$ cat src/rtl/disc_counter_pkg.sv
// Shared definitions for the discriminator counter bank: FSM state
// encoding and the default channel, counter and gate-timer sizes.
package disc_counter_pkg;

   typedef enum logic [1:0] {
      IDLE  = 2'd0,
      COUNT = 2'd1,
      DONE  = 2'd2
   } state_t;

   localparam int DEF_N_CH   = 4;
   localparam int DEF_CNT_W  = 16;
   localparam int DEF_GATE_W = 24;

endpackage

$ cat src/rtl/disc_edge_det.sv
// Falling-edge detector for one active-low discriminator input.
// Build option DISC_SYNC_EN inserts a 2-flop synchronizer in front of the
// edge register (fall reported one cycle later than the direct build).
// All pipeline stages reset to 1. An "armed" bit is only set once the
// pipeline has carried a genuine high sample, so a reset release while the
// input is held low never produces a fall until the input rises again.
module disc_edge_det (
   input  logic i_clk,
   input  logic i_rst,
   input  logic i_disc,
   output logic o_fall
);

   logic w_cur;
   logic w_filled;
   logic r_edge;
   logic r_armed;

`ifdef DISC_SYNC_EN
   logic       r_sync1;
   logic       r_sync2;
   logic [1:0] r_fill;

   // Two-flop synchronizer plus a fill tracker marking when r_sync2 holds real data
   always_ff @(posedge i_clk or posedge i_rst) begin
      if (i_rst) begin
         r_sync1 <= 1'b1;
         r_sync2 <= 1'b1;
         r_fill  <= 2'b00;
      end else begin
         r_sync1 <= i_disc;
         r_sync2 <= r_sync1;
         r_fill  <= {r_fill[0], 1'b1};
      end
   end

   assign w_cur    = r_sync2;
   assign w_filled = r_fill[1];
`else
   logic r_samp;
   logic r_filled;

   // Direct input sample plus a flag marking when r_samp holds real data
   always_ff @(posedge i_clk or posedge i_rst) begin
      if (i_rst) begin
         r_samp   <= 1'b1;
         r_filled <= 1'b0;
      end else begin
         r_samp   <= i_disc;
         r_filled <= 1'b1;
      end
   end

   assign w_cur    = r_samp;
   assign w_filled = r_filled;
`endif

   // Edge register keeps the previous sample; armed latches the first real high
   always_ff @(posedge i_clk or posedge i_rst) begin
      if (i_rst) begin
         r_edge  <= 1'b1;
         r_armed <= 1'b0;
      end else begin
         r_edge <= w_cur;
         if (w_filled && w_cur) begin
            r_armed <= 1'b1;
         end
      end
   end

   assign o_fall = r_armed & r_edge & ~w_cur;

endmodule

$ cat src/rtl/disc_counter_bank.sv
// Gated bank of per-channel falling-edge counters. A start pulse opens a
// window of max(gate_len,1) enabled cycles; at the end the working counts
// and overflow flags are copied to the snapshot outputs with a done pulse.
// Build option DISC_SYNC_EN adds input synchronizers inside disc_edge_det.
module disc_counter_bank
   import disc_counter_pkg::*;
#(
   parameter int N_CH     = DEF_N_CH,
   parameter int CNT_W    = DEF_CNT_W,
   parameter int GATE_W   = DEF_GATE_W,
   parameter int SATURATE = 1
) (
   input  logic                  clk,
   input  logic                  rst,
   input  logic                  we,
   input  logic                  start,
   input  logic                  stop,
   input  logic                  clear,
   input  logic [GATE_W-1:0]     gate_len,
   input  logic [N_CH-1:0]       disc,
   output logic                  busy,
   output logic                  done,
   output logic [N_CH*CNT_W-1:0] count,
   output logic [N_CH-1:0]       ovf
);

   state_t                       r_state;
   state_t                       w_nextState;
   logic [GATE_W-1:0]            r_timer;
   logic [N_CH-1:0][CNT_W-1:0]   r_work;
   logic [N_CH-1:0][CNT_W-1:0]   r_snap;
   logic [N_CH-1:0]              r_workOvf;
   logic [N_CH-1:0]              r_snapOvf;
   logic                         r_done;
   logic [N_CH-1:0]              w_fall;
   logic                         w_enter;
   logic                         w_countEn;
   logic                         w_snapEn;

   for (genvar g = 0; g < N_CH; g++) begin : g_ch
      disc_edge_det u_det (
         .i_clk  (clk),
         .i_rst  (rst),
         .i_disc (disc[g]),
         .o_fall (w_fall[g])
      );
   end

   // A coincident stop suppresses opening a window
   assign w_enter   = (r_state == IDLE) & we & start & ~stop;
   assign w_countEn = (r_state == COUNT) & we;
   assign w_snapEn  = (r_state == DONE) & we;

   // FSM state register
   always_ff @(posedge clk or posedge rst) begin
      if (rst) begin
         r_state <= IDLE;
      end else begin
         r_state <= w_nextState;
      end
   end

   // Next-state logic; everything holds while we is low
   always_comb begin
      w_nextState = r_state;
      case (r_state)
         IDLE: begin
            if (w_enter) begin
               w_nextState = COUNT;
            end
         end
         COUNT: begin
            if (we) begin
               if (stop) begin
                  w_nextState = IDLE;
               end else if (r_timer == GATE_W'(1)) begin
                  w_nextState = DONE;
               end
            end
         end
         DONE: begin
            if (we) begin
               w_nextState = IDLE;
            end
         end
         default: w_nextState = IDLE;
      endcase
   end

   // Window-open indication covers COUNT and DONE
   always_comb begin
      busy = (r_state == COUNT) || (r_state == DONE);
   end

   // Gate timer: loads the window length on entry, counts down while enabled
   always_ff @(posedge clk or posedge rst) begin
      if (rst) begin
         r_timer <= '0;
      end else if (w_enter) begin
         r_timer <= (gate_len == '0) ? GATE_W'(1) : gate_len;
      end else if (w_countEn) begin
         r_timer <= r_timer - GATE_W'(1);
      end
   end

   // Working counters: cleared on entry, bumped by each detected fall in COUNT
   always_ff @(posedge clk or posedge rst) begin
      if (rst) begin
         r_work    <= '0;
         r_workOvf <= '0;
      end else if (w_enter) begin
         r_work    <= '0;
         r_workOvf <= '0;
      end else if (w_countEn) begin
         for (int i = 0; i < N_CH; i++) begin
            if (w_fall[i]) begin
               if (r_work[i] == {CNT_W{1'b1}}) begin
                  r_workOvf[i] <= 1'b1;
                  if (SATURATE == 0) begin
                     r_work[i] <= '0;
                  end
               end else begin
                  r_work[i] <= r_work[i] + CNT_W'(1);
               end
            end
         end
      end
   end

   // Snapshot outputs and done pulse; a snapshot takes priority over clear
   always_ff @(posedge clk or posedge rst) begin
      if (rst) begin
         r_snap    <= '0;
         r_snapOvf <= '0;
         r_done    <= 1'b0;
      end else if (w_snapEn) begin
         r_snap    <= r_work;
         r_snapOvf <= r_workOvf;
         r_done    <= 1'b1;
      end else begin
         r_done <= 1'b0;
         if (clear) begin
            r_snap    <= '0;
            r_snapOvf <= '0;
         end
      end
   end

   assign count = r_snap;
   assign ovf   = r_snapOvf;
   assign done  = r_done;

endmodule

$ cat config.mk
export PLATFORM = sky130hd
export DESIGN_NAME = disc_counter_bank
export DESIGN_NICKNAME = d
export VERILOG_FILES = /design/src/rtl/disc_counter_pkg.sv /design/src/rtl/disc_edge_det.sv /design/src/rtl/disc_counter_bank.sv
export SDC_FILE = /design/constraint.sdc
export NUM_CORES = 1
export LEC_CHECK = 0
export CORE_UTILIZATION = 46
export CTS_CLUSTER_DIAMETER = 30
export CTS_CLUSTER_SIZE = 12
export DETAILED_ROUTE_END_ITERATION = 12
export GPL_ROUTABILITY_DRIVEN = 0
export PLACE_DENSITY = 0.77
export SKIP_CTS_REPAIR_TIMING = 1
export SYNTH_ARGS = -nofsm -noshare
export SYNTH_HDL_FRONTEND = slang
export SYNTH_HIERARCHICAL = 1
export SYNTH_SLANG_ARGS = --single-unit
$ cat constraint.sdc
create_clock -name clk -period 4.73 [get_ports clk]
set_input_delay 0.7095 -clock clk [delete_from_list [all_inputs] [get_ports clk]]
set_output_delay 0.7095 -clock clk [all_outputs]
set_load 0.1 [all_outputs]
* Word-level counts from Yosys, hierarchy flattened
Index checks and enable logic that the tools add are counted.
** Storage, ports and cells
- Register bits :: 176
- Input bits :: 34
- Output and inout bits :: 70
- Word-level logic and storage cells :: 127
** Cells by class
- $add $sub $neg :: 5
- Equal/unequal tests :: 15
- Muxes and demuxes :: 34
- Bitwise logic cells :: 18
- Reduce and logical (&&, ||, !) cells :: 26
** Operator list (number)
- 64-bit 2-to-1 mux :: 4
- 16-bit 2-to-1 mux :: 8
- 24-bit 2-to-1 mux :: 3
- 16-bit by 1-bit adder with 16-bit output (second input constant) :: 4
- 16-bit equality test (second input constant) :: 4
- 24-bit by 1-bit equality test with 1-bit output (second input constant) :: 1
- 24-bit zero test :: 1
- 3-bit AND reduction :: 8
- 24-bit by 1-bit subtractor with 24-bit output (second input constant) :: 1
- 2-bit nonzero test :: 10
- 4-bit 2-to-1 mux :: 4
- 2-bit != test (second input constant) :: 7
- 1-bit AND :: 13
- 2-bit 2-to-1 mux :: 5
- 1-bit 2-to-1 mux :: 9
- 2-bit case mux with 3 select lines :: 1
- 1-bit NOT :: 5
- 1-bit logical AND :: 4
- 4-bit AND reduction :: 1
- 3-bit != test (second input constant) :: 1
- 2-bit by 1-bit equality test with 1-bit output (second input constant) :: 1
- 2-bit equality test (second input constant) :: 1
- 2-bit zero test :: 1
- 1-bit logical OR :: 1

* Longest topological paths before layout
Gate-level depths: netlist (run 1).
- Depth after elaboration :: 6
- Gate-level depth with buffers :: 9
- Depth with buffers taken out :: 7

* By module
Netlist (run 1), hierarchy kept.
** By module, submodules not included
- disc_counter_bank :: instances 1, cells each 845, area an instance 7915.1 µm², seq. area each 4078.9 µm²
- disc_edge_det :: instances 4, cells each 8, area an instance 127.6 µm², seq. area each 102.6 µm²

* Worst setup path after synthesis (run 1)
Ideal clock, no wire load.
- Path kind :: flip-flop to flip-flop
- From :: register r_timer[15]
- To :: register r_state[0]
- Setup time :: 0.125 ns
- Arrival time :: 2.017 ns
- Required time :: 4.605 ns
- Setup slack :: 2.587 ns
- Stages on the path, launching flop included :: 7
- Buffers on the path :: 1
- Clock period less this slack :: 2.143 ns
- Cell sequence :: dfrtp_1 > or4_4 > or4_4 > buf_6 > nor3_2 > o21ai_1 > mux2_4
** On the way
- Cells in the longest elaborated chain, start to end :: 3
** RTL lines
- from (decl) :: line disc_counter_bank.sv:29 : logic [GATE_W-1:0] r_timer;
- from (signal assigned) :: line disc_counter_bank.sv:100 : r_timer <= (gate_len == '0) ? GATE_W'(1) : gate_len;
- from (signal assigned) :: line disc_counter_bank.sv:102 : r_timer <= r_timer - GATE_W'(1);
- 24-bit by 1-bit equality test with 1-bit output :: line disc_counter_bank.sv:76 : end else if (r_timer == GATE_W'(1)) begin
- 3-bit != test (no source line)
- 4-bit AND reduction (no source line)
- to (signal assigned) :: line disc_counter_bank.sv:59 : r_state <= w_nextState;
- to (decl) :: line disc_counter_bank.sv:27 : state_t r_state;
Every way passes these cells.
A chain may end at the register's enable or synchronous reset.

* Final worst setup path (run 1)
- From :: register r_state[0]
- To :: output port busy
** On the way
- Cells in the longest elaborated chain, start to end :: 2
- Elaborated cells on any way between the ends :: 3
- Classes of those cells :: eq/ne (2); reduce/logical (1)
** RTL lines
- 2-bit by 1-bit equality test with 1-bit output or 2-bit equality test (tied branches) :: line disc_counter_bank.sv:92 : busy = (r_state == COUNT) || (r_state == DONE);
- 1-bit logical OR (*) :: line disc_counter_bank.sv:92
- to (decl) :: line disc_counter_bank.sv:21 : output logic busy,
Every way passes the cells marked *; elsewhere a longest branch is shown, timed or not.

==> flow_summary.yaml, run 1 <==
global_route:
  first_global_vias: 6056
  antenna_found_initial: 0
  grtUsageTotal_pct: 20.2
  gr-total-overflow: 0
  grt_first_pass_wirelength_mm: 29.6
  grt_start_max_net_pins: 164
sta:
  grt_setup_unrepaired: "false"
  final_min_period_over_clock_period_pct: 64.0
  timing.max_slew.rel_slack_pct: 25.9
  max_freq_mhz: 330
  setup_total_negative_slack_ns: 0
  setup_viol: 0
  finalMaxSlewViolations: 0
  timing.clock.skew_ns: 0.00956
  hold_viol_final: 0
  worstMarginPinSlew_ns: 1.11
  shortest_clock_period_the_worst_path_allows_after_layout_ns: 3.03
setup_path:
  critPathRequiredTime_ns: 4.02
  r2r_slack_ns: 2.15
  endpoint_of_the_lowest_slack_register_to_register_path: "r_timer[7]"
  worstSetupEndpointType: "primary output"
  cp_max_delay_cell: "clkdlybuf4s50_1"
  critical_path.max_fanout: 3
  setup.worst_path.class: "flop to primary output"
  setup.worst_path.start_class: "flop"
  worstRegToRegCells: 7
  timing.critical_path.arrival_ns: 2.32
  critical_path_max_stage_delay_ns: 1.12
  r2r-start: "r_state[1]"
  timing.critical_path.cells: "inv_1, ha_1, clkdlybuf4s50_1"
logic_synthesis:
  synth-seq-cells: 179
  yosys.area_share.simple_pct: 25.2
  async_reset_ff_share_pct: 100
  synth_top_family_by_area: "simple AND/OR/NAND/NOR gates"
  synth_xor_area_share_pct: 7.17
  yosysUniqueCellTypes: 47
  synth_compound_area_share_pct: 9.71
  synth.avg_cell_area_um2: 9.61
  ys_warn_count: 6
  synth_top_flop_cell: "dfrtp_1"
  synthesis.nets: 921
  synth_edf_count: 0
  synth-seq-area-share_pct: 53.3
  syn-cell-area_mm2: 0.00843
  synthMuxAreaShare_pct: 0.297
  post_synth_fa_ha_maj_area_fraction_pct: 1.49
  syn-instance-count: 877
routing:
  drc: 0
  avgRoutedWirePerCell_um: 15.1
  drt_pass1_iterations: 5
  postRouteAntennaNets: 0
  dr_total_vias: 6449
  drt_iter0_drc: 443
  avgViaCountPerCell: 5.37
  finalWirelength_mm: 18.2
cts:
  clk_root_buffer_cell: "clkbuf_16"
  tritoncts_num_sinks: 179
  clk-insertion-delay-late_ns: 0.44
  tritoncts: "done"
  cts.path.max_buffers: 2
  numCtsBuffers: 17
  ctsHtreeMaxLevel: 4
  clk_transition_reported_paths_ns: 0.07
pwr:
  psw_mw: 1.10
  share_seq_of_total_power_pct: 48.2
  share_comb_of_total_power_pct: 14.6
  internal_power_mw: 2.71
  p_clk_share_pct: 37.2
  power.density_mw_per_mm2: 373
  power_leakage_nw: 4.09
  sw_frac_of_total_pct: 28.9
  worst_ir_drop_vdd_uv: 295
run_status:
  outcome: "finished clean"
floorplan:
  chip_height_um: 137
  io_pins: 104
  dieWidth_um: 137
  initial_standard_cell_utilization_of_the_core_pct: 46.9
  fp-row-count: 49
  core_area_mm2: 0.0180
  dieArea_mm2: 0.0189
cells_and_area:
  antenna_diode_count: 0
  design.final.nets: 1004
  fill_cells: 1604
  drive_gt1_share_pct: 6.47
  areaGrowthSynthToFinish_pct: 21.1
  final_core_utilization_pct: 56.8
worst_hold_path:
  worst_hold_path.endpoint: "g_ch[2].u_det/r_edge"
  worstHoldPathCells: 0
  min_path_type: "flop to flop"
  hold_start: "g_ch[2].u_det/r_samp"
place:
  portBuffers: 103
  dp.final_hpwl_mm: 11.7
flow_run:
  max_cap_viols: 0
[layout make-up]
cell class / instances / area (µm²) / share of cell area (%)
inverter: 15 / 60.1 / 0.589
timing repair buffer: 107 / 1070 / 10.5
multi-input combinational: 640 / 3710 / 36.4
clock inverter: 13 / 150 / 1.47
clock buffer: 19 / 433 / 4.24
sequential: 179 / 4490 / 44.0
tap: 229 / 287 / 2.81
[layout by cell type, fill, tap and decap left out, types with 4 or more instances in the layout]
cell type / instances
xnor2_1: 49
clkbuf_16: 17
nand3_1: 24
nor4_1: 20
clkdlybuf4s50_1: 102
nor3_1: 22
conb_1: 4
a21oi_1: 24
and3b_1: 4
nor3b_1: 6
dfstp_2: 8
xor2_1: 20
o21ai_0: 101
ha_1: 10
and3_1: 11
o21ai_1: 4
nor4_2: 4
a21o_2: 4
o2111ai_1: 5
nand2_1: 111
o211ai_1: 4
or3_1: 17
inv_6: 5
dfrtp_1: 171
and4_1: 7
nor2_1: 73
nand2b_1: 70
inv_1: 14
nand4_1: 18
[worst max-delay path, delay by kind of cell (launching register included)]
kind / cells / cell delay [ns]
flip-flops: 1 / 0.38
adder cells (fa/ha/maj): 1 / 0.28
buffers and inverters: 2 / 1.21
[power by group through the flow]
stage | Combinational (mW) | Clock [mW] | Sequential [mW]
2_1_floorplan | 0.439 | 0 | 1.82
3_3_place_gp | 0.531 | 0 | 1.85
3_5_place_dp | 0.555 | 0 | 1.86
4_1_cts | 0.559 | 1.44 | 1.83
5_1_grt | 0.617 | 1.50 | 1.86
6_report | 0.554 | 1.42 | 1.83
[cells by family after synthesis]
family | Yosys count
AO/OA/AOI/OAI | 150
other | 4
buffers and inverters | 58
XOR/XNOR | 69
multiplexers | 2
AND/OR/NAND/NOR | 405
adder cells (fa/ha/maj) | 10
flip-flops | 179
[how the worst max path moves through the flow]
stage	start	to	slack [ns]	cells after the start
final	r_state[0]	busy	1.70	3
after global routing	r_state[0]	busy	1.65	3
after floorplan	rst	count[0]	1.95	1
after CTS	r_state[0]	busy	1.70	3
after detailed placement	we	r_timer[7]	1.59	6
after global placement	we	r_timer[7]	1.68	6
[synth_stat cells (all sizes together), types with 5 or more instances]
cell / count / area, µm²
dfstp: 8 / 210
nor3: 23 / 120
xnor2: 49 / 429
nor3b: 6 / 45.0
nand4: 18 / 113
or3: 17 / 106
nand2b: 70 / 438
inv: 15 / 56.3
xor2: 20 / 175
nor4: 24 / 175
o21ai: 107 / 543
dfrtp: 171 / 4280
clkbuf: 40 / 150
nor2: 73 / 274
and2: 5 / 31.3
ha: 10 / 125
and4: 7 / 61.3
nand3: 24 / 120
o2111ai: 5 / 43.8
and3: 11 / 68.8
a21oi: 24 / 120
nand2: 111 / 417
[registers in the layout (all words and copies together), names as in the netlist]
register and cells:
count 64, done 1, g_ch.u_det/r_armed 4, g_ch.u_det/r_edge 4
g_ch.u_det/r_filled 4, g_ch.u_det/r_samp 4, ovf 4, r_state 2
r_timer 24, r_work 64, r_workOvf 4
[metal layers]
| layer | share of wire, % | up-vias | track usage (%) |
|---|---|---|---|
| met4 | 1.5 | 0 | 6.65 |
| met3 | 3.9 | 20 | 4.78 |
| met2 | 47 | 116 | 31.4 |
| met1 | 48 | 3146 | 27.9 |
| li1 | - | 3167 | - |
| met5 | 0 | - | 0 |
[per-stage QoR]
stage / area, µm² / std cells / worst slack [ns] / power (mW) / hold WS, ns
3_3_place_gp: 9620 / 1170 / 1.68 / 2.38 / 0.363
5_1_grt: 10200 / 1202 / 1.65 / 3.97 / 0.383
6_report: 10200 / 1202 / 1.70 / 3.81 / 0.375
3_5_place_dp: 9620 / 1170 / 1.59 / 2.41 / 0.364
2_1_floorplan: 8430 / 877 / 1.95 / 2.26 / 0.359
4_1_cts: 10200 / 1202 / 1.70 / 3.83 / 0.374
No activity file was read; power rests on OpenSTA's default activity.
==> run 2: changes to the inputs <==
clock period = 2.5 ns   (was 4.73 ns; I/O delays follow)
==> run 2 against run 1 <==
Power increased by 90%. Combinational power increased by 97%. Sequential cell count unchanged. Worst hold slack got worse by 0.034 ns. Worst setup slack got worse by 1.5 ns. Sequential power increased by 90%. Final area about the same. Global-route usage increased by 0.40 points. Clock power increased by 87%. Largest power group unchanged.
==> flow_summary.yaml, run 2 (synthesized netlist as in run 1, its figures left out) <==
run_status:
  outcome: "finished clean"
sta:
  shortest_clock_period_the_worst_path_allows_after_layout_ns: 2.33
  timing.clock.skew_ns: 0.0130
  setup_viol: 0
  final_min_period_over_clock_period_pct: 93.2
  grt_setup_unrepaired: "false"
  worstMarginPinSlew_ns: 0.575
  max_freq_mhz: 429
  fin_hold_ws_ns: 0.340
  setup_total_negative_slack_ns: 0
  timing.max_slew.rel_slack_pct: 61.7
  finalMaxSlewViolations: 0
  hold_viol_final: 0
routing:
  postRouteAntennaNets: 0
  avgViaCountPerCell: 5.40
  drc: 0
  drt_iter0_drc: 397
  dr_total_vias: 6592
  finalWirelength_mm: 18.4
  drt_pass1_iterations: 5
  avgRoutedWirePerCell_um: 15.1
place:
  portBuffers: 103
  dp.final_hpwl_mm: 12.5
  numPlacedInstances: 1189
global_route:
  first_global_vias: 6331
  gr-total-overflow: 0
  grt_start_max_net_pins: 106
  grtUsageTotal_pct: 20.6
  grt_first_pass_wirelength_mm: 30.4
  antenna_found_initial: 0
floorplan:
  io_pins: 104
  fp-row-count: 49
  initial_standard_cell_utilization_of_the_core_pct: 46.9
  core_area_mm2: 0.0180
  dieArea_mm2: 0.0189
  chip_height_um: 137
  dieWidth_um: 137
cts:
  ctsHtreeMaxLevel: 4
  clk-insertion-delay-late_ns: 0.43
  tritoncts_num_sinks: 179
  clk_root_buffer_cell: "clkbuf_16"
  tritoncts: "done"
  cts.path.max_buffers: 2
  numCtsBuffers: 17
  clk_transition_reported_paths_ns: 0.07
pwr:
  share_comb_of_total_power_pct: 15.0
  p_clk_share_pct: 36.9
  share_seq_of_total_power_pct: 48.1
  internal_power_mw: 5.15
  power.density_mw_per_mm2: 708
  sw_frac_of_total_pct: 28.7
  worst_ir_drop_vdd_uv: 529
  power_leakage_nw: 4.33
  psw_mw: 2.07
cells_and_area:
  design.final.nets: 1023
  antenna_diode_count: 0
  drive_gt1_share_pct: 15.3
  mostFrequentLayoutCells: "dfrtp_1, nand2_1, o21ai_0, buf_4, nor2_1"
  commonest_non_fill_non_tap_cell_in_the_layout: "dfrtp_1"
  areaGrowthSynthToFinish_pct: 21.1
  layoutNonFillerInstCount: 1221
setup_path:
  worstSetupEndpointType: "flop"
  critPathRequiredTime_ns: 2.82
  r2r-start: "r_state[1]"
  setup.worst_path.class: "flop to flop"
  critical_path.max_fanout: 8
  r2r_slack_ns: 0.17
  worstRegToRegCells: 7
  setup.worst_path.start_class: "flop"
  timing.critical_path.arrival_ns: 2.65
  endpoint_of_the_lowest_slack_register_to_register_path: "r_timer[14]"
worst_hold_path:
  min_path_type: "input port to asynchronous set/reset pin"
flow_run:
  max_cap_viols: 0
run 2: cell types whose count changed in the layout (fill, tap and decap cells not counted):
cell and change:
inv_6 -2, inv_8 +1, clkinv_4 -1, buf_12 +3, buf_4 +86, clkdlybuf4s50_1 -70, clkinvlp_4 +2
run 2: area by class of cell:
cell class	instances	area (µm²)
clock inverters	13	150
flip-flops and latches	179	4490
fillers	1576	7760
repair buffers	126	1070
well taps	229	287
inverters	15	60.1
multi-input cells	640	3710
clock buffers	19	433
run 2: critical path, stage by stage (launching register included):
cell	delay, ns
dfrtp_1	0.42
inv_1	0.11
ha_1	0.36
nand3_1	0.19
or3_1	0.49
nor4_1	0.39
xnor2_1	0.17
o21ai_0	0.09
run 2: power groups by stage:
| stage | combinational [mW] | clock, mW | sequential, mW |
|---|---|---|---|
| 2_1_floorplan | 0.831 | 0 | 3.44 |
| 3_3_place_gp | 1.05 | 0 | 3.50 |
| 3_5_place_dp | 1.09 | 0 | 3.51 |
| 4_1_cts | 1.09 | 2.70 | 3.46 |
| 5_1_grt | 1.21 | 2.82 | 3.51 |
| 6_report | 1.09 | 2.66 | 3.47 |
run 2: per-stage QoR:
stage	area (µm²)	setup slack [ns]	util [%]	total power, mW
2_1_floorplan	8430	0.0542	-	4.27
3_5_place_dp	9620	0.0605	53.6	4.59
5_1_grt	10200	0.0227	56.8	7.54
6_report	10200	0.170	56.8	7.22
4_1_cts	10200	0.162	56.8	7.25
3_3_place_gp	9620	0.139	53.6	4.55
run 2: per-layer routing:
metal / global-route usage [%] / vias to the layer above / wire (µm)
li1: - / 3201 / -
met5: 0 / - / 0
met4: 7.08 / 0 / 236
met1: 28.8 / 3252 / 9030
met3: 3.46 / 16 / 555
met2: 32.5 / 123 / 8610
run 2: worst max-delay path by stage:
| stage | from | end | cells past startpoint |
|---|---|---|---|
| global placement | we | r_timer[6] | 6 |
| finish | r_state[1] | r_timer[14] | 7 |
| global route | r_state[1] | r_timer[14] | 7 |
| floorplan | rst | count[0] | 1 |
| CTS | r_state[1] | r_timer[14] | 7 |
| detailed placement | we | r_timer[14] | 6 |
